<file path="src/rtl/step_gen_pkg.sv">
// step_gen_pkg: shared types, defaults and width helpers for the step generator blocks
package step_gen_pkg;

    typedef enum logic {
        ST_SETTLING,
        ST_STABLE
    } db_state_e;

    localparam int DB_CYCLES_1MS = 100000;

    function automatic int step_w(input int n_sw);
        return $clog2(n_sw + 1);
    endfunction

endpackage

</file>
<file path="src/rtl/sw_prio_enc.sv">
// sw_prio_enc: combinational highest-set-bit encoder, index + 1 or 0 when no bit is set
module sw_prio_enc
    import step_gen_pkg::*;
#(
    parameter int N_SW   = 10,
    parameter int STEP_W = step_w(N_SW)
) (
    input  logic [N_SW-1:0]   sw,
    output logic [STEP_W-1:0] enc
);

    always_comb begin
        enc = '0;
        for (int i = 0; i < N_SW; i++)
            if (sw[i]) enc = STEP_W'(i + 1);
    end

endmodule

</file>
<file path="src/rtl/step_select_db.sv">
// step_select_db: synchronised, debounced switch-to-step-count selector with live and commit modes
module step_select_db
    import step_gen_pkg::*;
#(
    parameter int N_SW      = 10,
    parameter int STEP_W    = step_w(N_SW),
    parameter int DB_CYCLES = DB_CYCLES_1MS,
    parameter int CNT_W     = $clog2(DB_CYCLES)
) (
    input  logic              clk,
    input  logic              rst_n,
    input  logic [N_SW-1:0]   sw,
    input  logic              mode,
    input  logic              load,
    output logic [STEP_W-1:0] steps,
    output logic              steps_changed,
    output logic              pending
);

    localparam logic [CNT_W-1:0] CNT_LAST = CNT_W'(DB_CYCLES - 1);

    logic [N_SW-1:0]   sw_s1, sw_s2;
    logic [STEP_W-1:0] enc, cand, cand_nxt;
    logic [CNT_W-1:0]  cnt, cnt_nxt;
    db_state_e         state, state_nxt;
    logic              apply;

    sw_prio_enc #(.N_SW(N_SW), .STEP_W(STEP_W)) u_enc (
        .sw  (sw_s2),
        .enc (enc)
    );

    assign apply   = state == ST_STABLE && cand != steps && (!mode || load);
    assign pending = mode && state == ST_STABLE && cand != steps;

    always_comb begin
        state_nxt = state;
        cand_nxt  = cand;
        cnt_nxt   = cnt;
        if (enc != cand) begin
            cand_nxt  = enc;
            cnt_nxt   = '0;
            state_nxt = ST_SETTLING;
        end else if (state == ST_SETTLING) begin
            cnt_nxt   = cnt + 1'b1;
            state_nxt = (cnt_nxt == CNT_LAST) ? ST_STABLE : ST_SETTLING;
        end
    end

    always_ff @(posedge clk) begin
        if (!rst_n) begin
            sw_s1         <= '0;
            sw_s2         <= '0;
            cand          <= '0;
            cnt           <= '0;
            state         <= ST_SETTLING;
            steps         <= '0;
            steps_changed <= 1'b0;
        end else begin
            sw_s1         <= sw;
            sw_s2         <= sw_s1;
            cand          <= cand_nxt;
            cnt           <= cnt_nxt;
            state         <= state_nxt;
            steps         <= apply ? cand : steps;
            steps_changed <= apply;
        end
    end

endmodule
</file>
<file path="config.mk">
export PLATFORM = sky130hd
export DESIGN_NAME = step_select_db
export DESIGN_NICKNAME = d
export VERILOG_FILES = /design/src/rtl/step_gen_pkg.sv /design/src/rtl/sw_prio_enc.sv /design/src/rtl/step_select_db.sv
export SDC_FILE = /design/constraint.sdc
export NUM_CORES = 1
export LEC_CHECK = 0
export BUFFER_PORTS_ARGS = -buffer_cell sky130_fd_sc_hd__buf_2
export CAP_MARGIN = 15
export CORE_ASPECT_RATIO = 0.8
export CORE_MARGIN = 3
export CORE_UTILIZATION = 60
export CTS_BUF_LIST = sky130_fd_sc_hd__clkbuf_4 sky130_fd_sc_hd__clkbuf_8
export CTS_CLUSTER_SIZE = 28
export DETAILED_ROUTE_END_ITERATION = 10
export PLACE_DENSITY = 0.81
export SYNTH_ARGS = -nofsm -noshare
export SYNTH_HDL_FRONTEND = slang
export SYNTH_SLANG_ARGS = --single-unit
</file>
<file path="constraint.sdc">
create_clock -name clk -period 2.55 [get_ports clk]
set_clock_uncertainty 0.1 [all_clocks]
set_input_delay 0.51 -clock clk [delete_from_list [all_inputs] [get_ports clk]]
set_output_delay 0.51 -clock clk [all_outputs]
set_load 0.01 [all_outputs]
</file>
==> impl_metrics.csv, run 1 <==
group,metric,value,unit
run_status,outcome,"finished clean",
yosys,synth_top_area_frac,0.461,
worst_hold_path,hold_path_startpoint,"sw[4]",
sta,drv_slew,0,
yosys,synth.ff_latch_count,47,
worst_setup_path,worstPathMaxFanout,8,
worst_setup_path,reg2reg_depth,6,
routing,drt_iter0_markers,144,
worst_setup_path,critPathMaxStageDelay,0.48,ns
yosys,synth_edf_count,0,
floorplanning,rows,18,
floorplanning,die_area,0.00414,mm^2
worst_setup_path,cp_top_family,"simple AND/OR/NAND/NOR gates",
routing,vias_per_cell,5.47,
sta,rsz0062_at_grt,"no",
yosys,ys_async_sr_fraction,0,
worst_setup_path,path_class,"reg2reg",
layout,antenna_cells,0,
power_and_ir_drop,p_per_area,626,mW/mm^2
yosys,ys_seq_area_frac,0.461,
sta,setup-tns-final,0,ns
floorplanning,die_h,58.2,um
worst_setup_path,cp_data_arrival_time,2.31,ns
global_route,grt_util_all_layers,0.190,
power_and_ir_drop,irDropWorstVdd,526,uV
floorplanning,initial_core_util,0.643,
cts,clk_path_buf_depth,2,
layout,synthToLayoutAreaGrowth,11.8,%
worst_setup_path,rrSetupSlack,0.36,ns
routing,drc,0,
cts,cts_made_buffers,5,
floorplanning,io_pins,20,
worst_setup_path,r2r_start,"cnt[2]",
cts,clkLatencyLatePin,0.30,ns
routing,vias,1553,
worst_setup_path,path_depth,6,
layout,nNetsFinal,259,
sta,tightestPinTransition,0.580,ns
yosys,synth_top_area_cell,"dfxtp_1",
floorplanning,core_area,0.00318,mm^2
sta,hold_violations,0,
power_and_ir_drop,power_leakage,0.885,nW
sta,setup_violations,0,
placement,post-place-ws,0.426,ns
yosys,postSynthAreaPerCell,9.16,um^2
yosys,synth_cells,223,
placement,hpwlAfterDp,2400,um
yosys,yosysWarnings,0,
layout,layout-drive-gt1-share,0.156,
cts,path_clk_slew,0.08,ns
floorplanning,die_w,71.2,um
placement,port_buffers,19,
layout,fillers,229,
yosys,synthTopCellsByArea,"dfxtp_1, and2_1, xor2_1",
global_route,grt_pass1_wl,6200,um
worst_hold_path,min_path_type,"in2reg",
sta,relSlewSlack,0.613,
yosys,synth_most_common_cell,"dfxtp_1",
cts,cts_sinks,47,
yosys,synth_common_cells,"dfxtp_1, and2_1, nor3_1",
yosys,syn_nets,239,
sta,period_needed,2.19,ns
cts,postCtsSetupBuffers,0,
yosys,syn_area,0.00204,mm^2
global_route,overflow,0,
power_and_ir_drop,totalPowerFinal,1.43,mW
routing,finalWirelength,3580,um
placement,place_congestion,0.983,
cts,htree_levels,2,
worst_setup_path,worstPathRequired,2.67,ns
routing,drtPass1Iterations,4,
routing,ant_nets,0,
sta,max_freq,0.457,GHz
routing,wl_per_cell,12.6,um
worst_hold_path,hold_end,"sw_s1[4]",
worst_hold_path,whs_path_depth,2,
run,cap_violations,0,
sta,layout_setup_ws,0.362,ns
global_route,grt_max_degree,25,
cts,root_buffer,"clkbuf_8",
sta,fin_crit_sh,0.858,
worst_setup_path,cp-end-kind,"register",
worst_setup_path,startpoint_type,"register",
yosys,ys.flop_type,"dfxtp_1",
worst_setup_path,cp_cell_sequence,"nand4_1 -> nor4_1 -> mux2i_1 -> a21oi_1 -> or4_1 -> a211oi_2",
cts,cts_tree,"yes",
yosys,yosysUniqueCellTypes,39,
cts,cts_hold_buf,0,
worst_setup_path,cp_slowest_cell,"dfxtp_1",
global_route,grt_pass1_vias,1364,
cts,post_cts_resized,0,
global_route,antenna_found_initial,0,
worst_setup_path,reg2reg_to,"state",
worst_setup_path,path_buf_inv,0,
==> routing by layer <==
metal,wire [um],GRT usage,up-vias
met5,0,0,-
met1,1870,0.269,702
li1,-,-,811
met2,1480,0.272,33
met4,60,0.0858,0
met3,167,0.0485,7
==> kinds of logic (layout without fill, tap and decap cells) <==
group	Yosys count	after routing	share of synthesized area
muxes	5	5	0.0245
xor gates and xnor gates	25	25	0.107
adders and majority gates	2	2	0.0123
and+or+nand+nor	106	106	0.293
DFF	47	47	0.461
AOI/OAI and AO/OA	21	21	0.0662
buffers and inverters	17	38	0.0361
==> area by class of cell <==
class                           instances  area [um^2]  share of cell area
Clock buffer                            6         82.6              0.0362
Tap cell                               40         50.0              0.0219
Inverter                                9         33.8              0.0148
Timing Repair Buffer                   21          110              0.0482
Sequential cell                        47          941               0.412
Clock inverter                          2         38.8              0.0170
Multi-Input combinational cell        159         1030               0.450
==> registers in the layout, indices dropped and copies added, names as in the netlist <==
register and cells:
cnt 17, sw_s1 10, cand 4, steps 4, sw_s2 10, state 1
steps_changed 1
==> stage by stage <==
step | instance area (um^2) | hold WS, ns | std cells | util
global route | 2280 | 0.294 | 284 | 0.719
detailed placement | 2160 | 0.317 | 276 | 0.681
finish | 2280 | 0.312 | 284 | 0.719
floorplan | 2040 | 0.312 | 223 | -
CTS | 2280 | 0.305 | 284 | 0.719
global placement | 2160 | 0.315 | 276 | 0.681
==> report_power, final <==
part	switching, mW	leakage [nW]	internal, mW	total (mW)
clock	0.245	0.0618	0.322	0.567
sequential	0.0145	0.384	0.754	0.769
combinational	0.0549	0.440	0.0394	0.0943
==> how the worst max path moves through the flow <==
stage | from | endpoint | slack, ns
2_1_floorplan | cnt[3] | state | 0.62
3_3_place_gp | cnt[3] | state | 0.48
3_5_place_dp | cnt[2] | state | 0.43
4_1_cts | cnt[2] | state | 0.39
5_1_grt | cnt[2] | state | 0.20
6_report | cnt[2] | state | 0.36
==> cell usage in the layout, fill, tap and decap left out, types with 5 or more instances in the layout <==
cell type  instances
and3_1             5
dfxtp_1           47
and2_1            22
nand3_1            9
a21oi_1            9
nor2_1            15
clkbuf_8           6
xnor2_1           10
nand4_1            5
nor3_1            20
nand2_1           11
inv_1              9
xor2_1            15
buf_2             19
mux2i_1            5
Power figures use the tool's default switching activity.
==> run 2, diff against run 1 <==
--- a/config.mk
+++ b/config.mk
@@ -7,12 +7,12 @@
 export LEC_CHECK = 0
 export BUFFER_PORTS_ARGS = -buffer_cell sky130_fd_sc_hd__buf_2
 export CAP_MARGIN = 15
-export CORE_ASPECT_RATIO = 0.8
 export CORE_MARGIN = 3
 export CORE_UTILIZATION = 60
 export CTS_BUF_LIST = sky130_fd_sc_hd__clkbuf_4 sky130_fd_sc_hd__clkbuf_8
 export CTS_CLUSTER_SIZE = 28
 export DETAILED_ROUTE_END_ITERATION = 10
+export GPL_TIMING_DRIVEN = 0
 export PLACE_DENSITY = 0.81
 export SYNTH_ARGS = -nofsm -noshare
 export SYNTH_HDL_FRONTEND = slang
==> run 2 against run 1 <==
Net effect: cell area fell by 1.3%; wire length fell by 0.90%; sequential power barely moved.
==> impl_metrics.csv, run 2 (same netlist as run 1, synthesis figures left out) <==
group,metric,value,unit
run_status,outcome,"finished clean",
layout,antenna_cells,0,
layout,design_area,0.00225,mm^2
worst_setup_path,r2r_start,"sw_s2[0]",
global_route,overflow,0,
cts,cts_hold_buf,0,
routing,ant_nets,0,
cts,clkLatencyLatePin,0.36,ns
floorplanning,die_area,0.00414,mm^2
worst_setup_path,startpoint_type,"register",
sta,setup-tns-final,0,ns
floorplanning,initial_core_util,0.648,
power_and_ir_drop,power.internal,0.908,mW
sta,hold_violations,0,
worst_setup_path,worstPathRequired,2.69,ns
power_and_ir_drop,clock_power_share,0.297,
sta,relSlewSlack,0.431,
cts,cts_made_buffers,5,
global_route,grt_pass1_wl,6190,um
placement,place_congestion,0.883,
power_and_ir_drop,irDropWorstVdd,498,uV
placement,hpwlAfterDp,2580,um
layout,largest-register,"cnt",
worst_setup_path,cp_data_arrival_time,2.42,ns
sta,fin_crit_sh,0.894,
placement,dpl_cell_area,0.00219,mm^2
worst_hold_path,min_path_type,"in2reg",
worst_setup_path,reg2reg_to,"cnt[11]",
power_and_ir_drop,p_per_area,546,mW/mm^2
layout,fillers,271,
sta,period_needed,2.28,ns
cts,root_buffer,"clkbuf_4",
layout,largestRegisters,"cnt (17), sw_s1 (10), sw_s2 (10)",
cts,postCtsSetupBuffers,0,
sta,finalHoldWorstSlack,0.238,ns
floorplanning,die_h,64.3,um
worst_setup_path,worstPathMaxFanout,10,
cts,post_cts_resized,0,
cts,cts_tree,"yes",
sta,max_freq,0.439,GHz
layout,synthToLayoutAreaGrowth,10.4,%
power_and_ir_drop,power_leakage,0.869,nW
routing,finalWirelength,3540,um
layout,layout_commonest_cell,"dfxtp_1",
floorplanning,io_pins,20,
floorplanning,rows,20,
cts,path_clk_slew,0.15,ns
routing,wl_per_cell,12.1,um
run,cap_violations,0,
global_route,grt_util_all_layers,0.188,
global_route,grt_pass1_vias,1472,
cts,cts_sinks,47,
global_route,antenna_found_initial,0,
sta,rsz0062_at_grt,"no",
power_and_ir_drop,power_frac_comb,0.078,
layout,stdcell_count,294,
routing,vias,1573,
power_and_ir_drop,switching_share,0.262,
power_and_ir_drop,p_sw,0.323,mW
cts,htree_levels,2,
floorplanning,core_area,0.00315,mm^2
worst_setup_path,cp-end-kind,"register",
routing,drtPass1Iterations,4,
worst_setup_path,reg2reg_depth,7,
power_and_ir_drop,p_seq_frac,0.626,
layout,layout-drive-gt1-share,0.160,
worst_hold_path,hold_path_startpoint,"sw[0]",
routing,vias_per_cell,5.35,
sta,tightestPinTransition,0.847,ns
worst_hold_path,hold_end,"sw_s1[0]",
floorplanning,die_w,64.3,um
worst_setup_path,crit_start,"sw_s2[0]",
worst_setup_path,path_class,"reg2reg",
layout,final_cell_mix,"dfxtp_1, and2_1, buf_2, nor3_1",
layout,utilization,0.715,
worst_hold_path,whs_path_depth,2,
sta,setup_violations,0,
sta,drv_slew,0,
layout,largest_reg_flops,17,
placement,port_buffers,19,
global_route,grt_max_degree,18,
worst_setup_path,rrSetupSlack,0.27,ns
placement,place_inst,286,
routing,drc,0,
cts,clk_path_buf_depth,2,
layout,nNetsFinal,265,
routing,drt_iter0_markers,75,
[run 2: per-stage QoR]
| step | power [mW] | worst slack [ns] |
|---|---|---|
| final | 1.23 | 0.271 |
| after global routing | 1.28 | 0.0350 |
| after CTS | 1.24 | 0.258 |
| after detailed placement | 0.882 | 0.275 |
| after global placement | 0.879 | 0.290 |
| after floorplan | 0.851 | 0.622 |
[run 2: metal layers]
metal | part of all wire | wire [um] | GRT usage | up-vias
met5 | 0 | 0 | 0 | -
met4 | 0.0059 | 21 | 0.0554 | 0
met3 | 0.052 | 186 | 0.0475 | 2
met2 | 0.46 | 1620 | 0.309 | 37
met1 | 0.48 | 1710 | 0.244 | 719
li1 | - | - | - | 815
[run 2: area by class of cell]
type | count | area (um^2) | area share
clock inverters | 3 | 25.0 | 0.0111
clock buffers | 5 | 37.5 | 0.0166
plain buffers | 8 | 40.0 | 0.0178
multi-input cells | 159 | 1030 | 0.456
well taps | 44 | 55.1 | 0.0244
inverters | 9 | 33.8 | 0.0150
flip-flops and latches | 47 | 941 | 0.417
repair buffers | 19 | 95.1 | 0.0422
[run 2: worst max-delay path: stages (launching register included)]
cell	delay [ns]
dfxtp_1	0.33
nor2b_1	0.12
o21bai_1	0.07
a21oi_1	0.15
o31ai_1	0.12
xnor2_1	0.69
clkbuf_1	0.45
nor3_1	0.13
[run 2: power by group through the flow]
stage / registers (mW) / clock network [mW] / logic [mW]
2_1_floorplan: 0.782 / 0 / 0.0687
6_report: 0.770 / 0.366 / 0.0954
3_3_place_gp: 0.785 / 0 / 0.0940
4_1_cts: 0.770 / 0.370 / 0.0966
5_1_grt: 0.773 / 0.399 / 0.108
3_5_place_dp: 0.786 / 0 / 0.0961
[run 2: worst max-delay path by stage]
stage / to / cells past startpoint
after floorplan: state / 7
after global placement: cnt[11] / 7
after detailed placement: cnt[11] / 7
after CTS: cnt[11] / 7
after global routing: cnt[5] / 7
final: cnt[11] / 7
==> run 3, diff against run 2 <==
--- a/config.mk
+++ b/config.mk
@@ -5,7 +5,7 @@
 export SDC_FILE = /design/constraint.sdc
 export NUM_CORES = 1
 export LEC_CHECK = 0
-export BUFFER_PORTS_ARGS = -buffer_cell sky130_fd_sc_hd__buf_2
+export BUFFER_PORTS_ARGS = -buffer_cell sky130_fd_sc_hd__clkbuf_2
 export CAP_MARGIN = 15
 export CORE_MARGIN = 3
 export CORE_UTILIZATION = 60
==> run 3 against run 2 <==
Net effect: die area stayed put; worst hold slack worse by 0.014 ns; first-iteration DRC count is 31% higher.
==> impl_metrics.csv, run 3 (same netlist as run 1, synthesis figures left out) <==
group,metric,value,unit
routing,finalWirelength,3710,um
sta,rsz0062_at_grt,"no",
cts,clk_path_buf_depth,2,
sta,relSlewSlack,0.417,
global_route,grt_util_all_layers,0.203,
cts,cts_made_buffers,5,
layout,final_cell_mix,"dfxtp_1, and2_1, nor3_1, clkbuf_2",
worst_hold_path,hold_end,"sw_s1[9]",
cts,path_clk_slew,0.15,ns
worst_hold_path,whs_path_depth,2,
sta,drv_slew,0,
global_route,antenna_found_initial,0,
worst_setup_path,worstPathRequired,2.70,ns
run,cap_violations,0,
global_route,overflow,0,
floorplanning,rows,20,
worst_hold_path,min_path_type,"in2reg",
global_route,grt_pass1_wl,6480,um
floorplanning,die_area,0.00414,mm^2
layout,nNetsFinal,265,
layout,layout-drive-gt1-share,0.160,
worst_setup_path,reg2reg_to,"cnt[4]",
global_route,grt_max_degree,18,
worst_setup_path,cp-end-kind,"register",
routing,vias_per_cell,5.41,
global_route,grt_pass1_vias,1511,
power_and_ir_drop,power_leakage,0.866,nW
sta,finalHoldWorstSlack,0.225,ns
routing,vias,1592,
cts,clkLatencyLatePin,0.38,ns
sta,hold_violations,0,
power_and_ir_drop,p_per_area,549,mW/mm^2
worst_setup_path,cp_data_arrival_time,2.45,ns
cts,cts_sinks,47,
worst_setup_path,rrSetupSlack,0.26,ns
routing,drt_iter0_markers,98,
layout,synthToLayoutAreaGrowth,10.4,%
floorplanning,die_w,64.3,um
sta,setup-tns-final,0,ns
layout,fillers,258,
cts,postCtsSetupBuffers,0,
sta,max_freq,0.436,GHz
cts,root_buffer,"clkbuf_4",
worst_hold_path,hold_path_startpoint,"sw[9]",
cts,post_cts_resized,0,
placement,port_buffers,19,
sta,fin_crit_sh,0.900,
floorplanning,initial_core_util,0.648,
placement,hpwlAfterDp,2600,um
power_and_ir_drop,irDropWorstVdd,527,uV
routing,ant_nets,0,
sta,tightestPinTransition,0.868,ns
worst_setup_path,r2r_start,"sw_s2[0]",
floorplanning,die_h,64.3,um
layout,largest-register,"cnt",
cts,cts_tree,"yes",
worst_setup_path,path_class,"reg2reg",
cts,cts_hold_buf,0,
run_status,outcome,"finished clean",
layout,antenna_cells,0,
sta,setup_violations,0,
floorplanning,io_pins,20,
cts,htree_levels,2,
layout,largestRegisters,"cnt (17), sw_s1 (10), sw_s2 (10)",
layout,largest_reg_flops,17,
worst_setup_path,reg2reg_depth,7,
floorplanning,core_area,0.00315,mm^2
sta,period_needed,2.29,ns
worst_setup_path,startpoint_type,"register",
layout,layout_commonest_cell,"dfxtp_1",
placement,place_congestion,0.875,
routing,drtPass1Iterations,4,
worst_setup_path,worstPathMaxFanout,10,
routing,wl_per_cell,12.6,um
routing,drc,0,
[run 3: worst max path at each step]
| stage | start | endpoint | slack, ns | depth (start not counted) |
|---|---|---|---|---|
| after floorplan | cnt[3] | state | 0.62 | 7 |
| after global placement | sw_s2[0] | cnt[11] | 0.29 | 7 |
| after detailed placement | sw_s2[1] | cnt[11] | 0.28 | 7 |
| after CTS | sw_s2[1] | cnt[4] | 0.27 | 7 |
| after global routing | sw_s2[0] | cnt[11] | 0.0005 | 7 |
| final | sw_s2[0] | cnt[4] | 0.26 | 7 |
[run 3: routing by layer]
layer | routed length [um] | global-route usage | part of all wire
met3 | 205 | 0.0650 | 0.055
met1 | 1700 | 0.248 | 0.46
met4 | 101 | 0.121 | 0.027
met5 | 0 | 0 | 0
met2 | 1700 | 0.311 | 0.46
[run 3: layout make-up]
cell class	count	area, um^2	share of cell area
clock buffer	5	37.5	0.0166
sequential	47	941	0.417
timing repair buffer	19	95.1	0.0422
tap	44	55.1	0.0244
inverter	9	33.8	0.0150
multi-input combinational	159	1030	0.456
clock inverter	3	25.0	0.0111
buffer	8	40.0	0.0178
[run 3: where the power goes]
part           leakage, nW  internal (mW)  switching, mW
clock network       0.0322          0.114          0.257
registers            0.384          0.755         0.0146
logic                0.450         0.0382         0.0576
total                0.866          0.908          0.330
[run 3: critical path, cell delays in order (launching register included)]
cell and delay (ns):
dfxtp_1 0.33, nor2b_1 0.12, o21bai_1 0.07, a21oi_1 0.14, o31ai_1 0.12, xnor2_1 0.71
clkbuf_1 0.47, nor3_1 0.12
[run 3: stage by stage]
step | setup slack [ns] | cell area, um^2 | power [mW] | utilization | std cells
after floorplan | 0.622 | 2040 | 0.851 | - | 223
after detailed placement | 0.284 | 2190 | 0.882 | 0.695 | 286
after global routing | 0.000517 | 2250 | 1.30 | 0.715 | 294
final | 0.255 | 2250 | 1.24 | 0.715 | 294
after global placement | 0.288 | 2190 | 0.879 | 0.695 | 286
after CTS | 0.267 | 2250 | 1.25 | 0.715 | 294
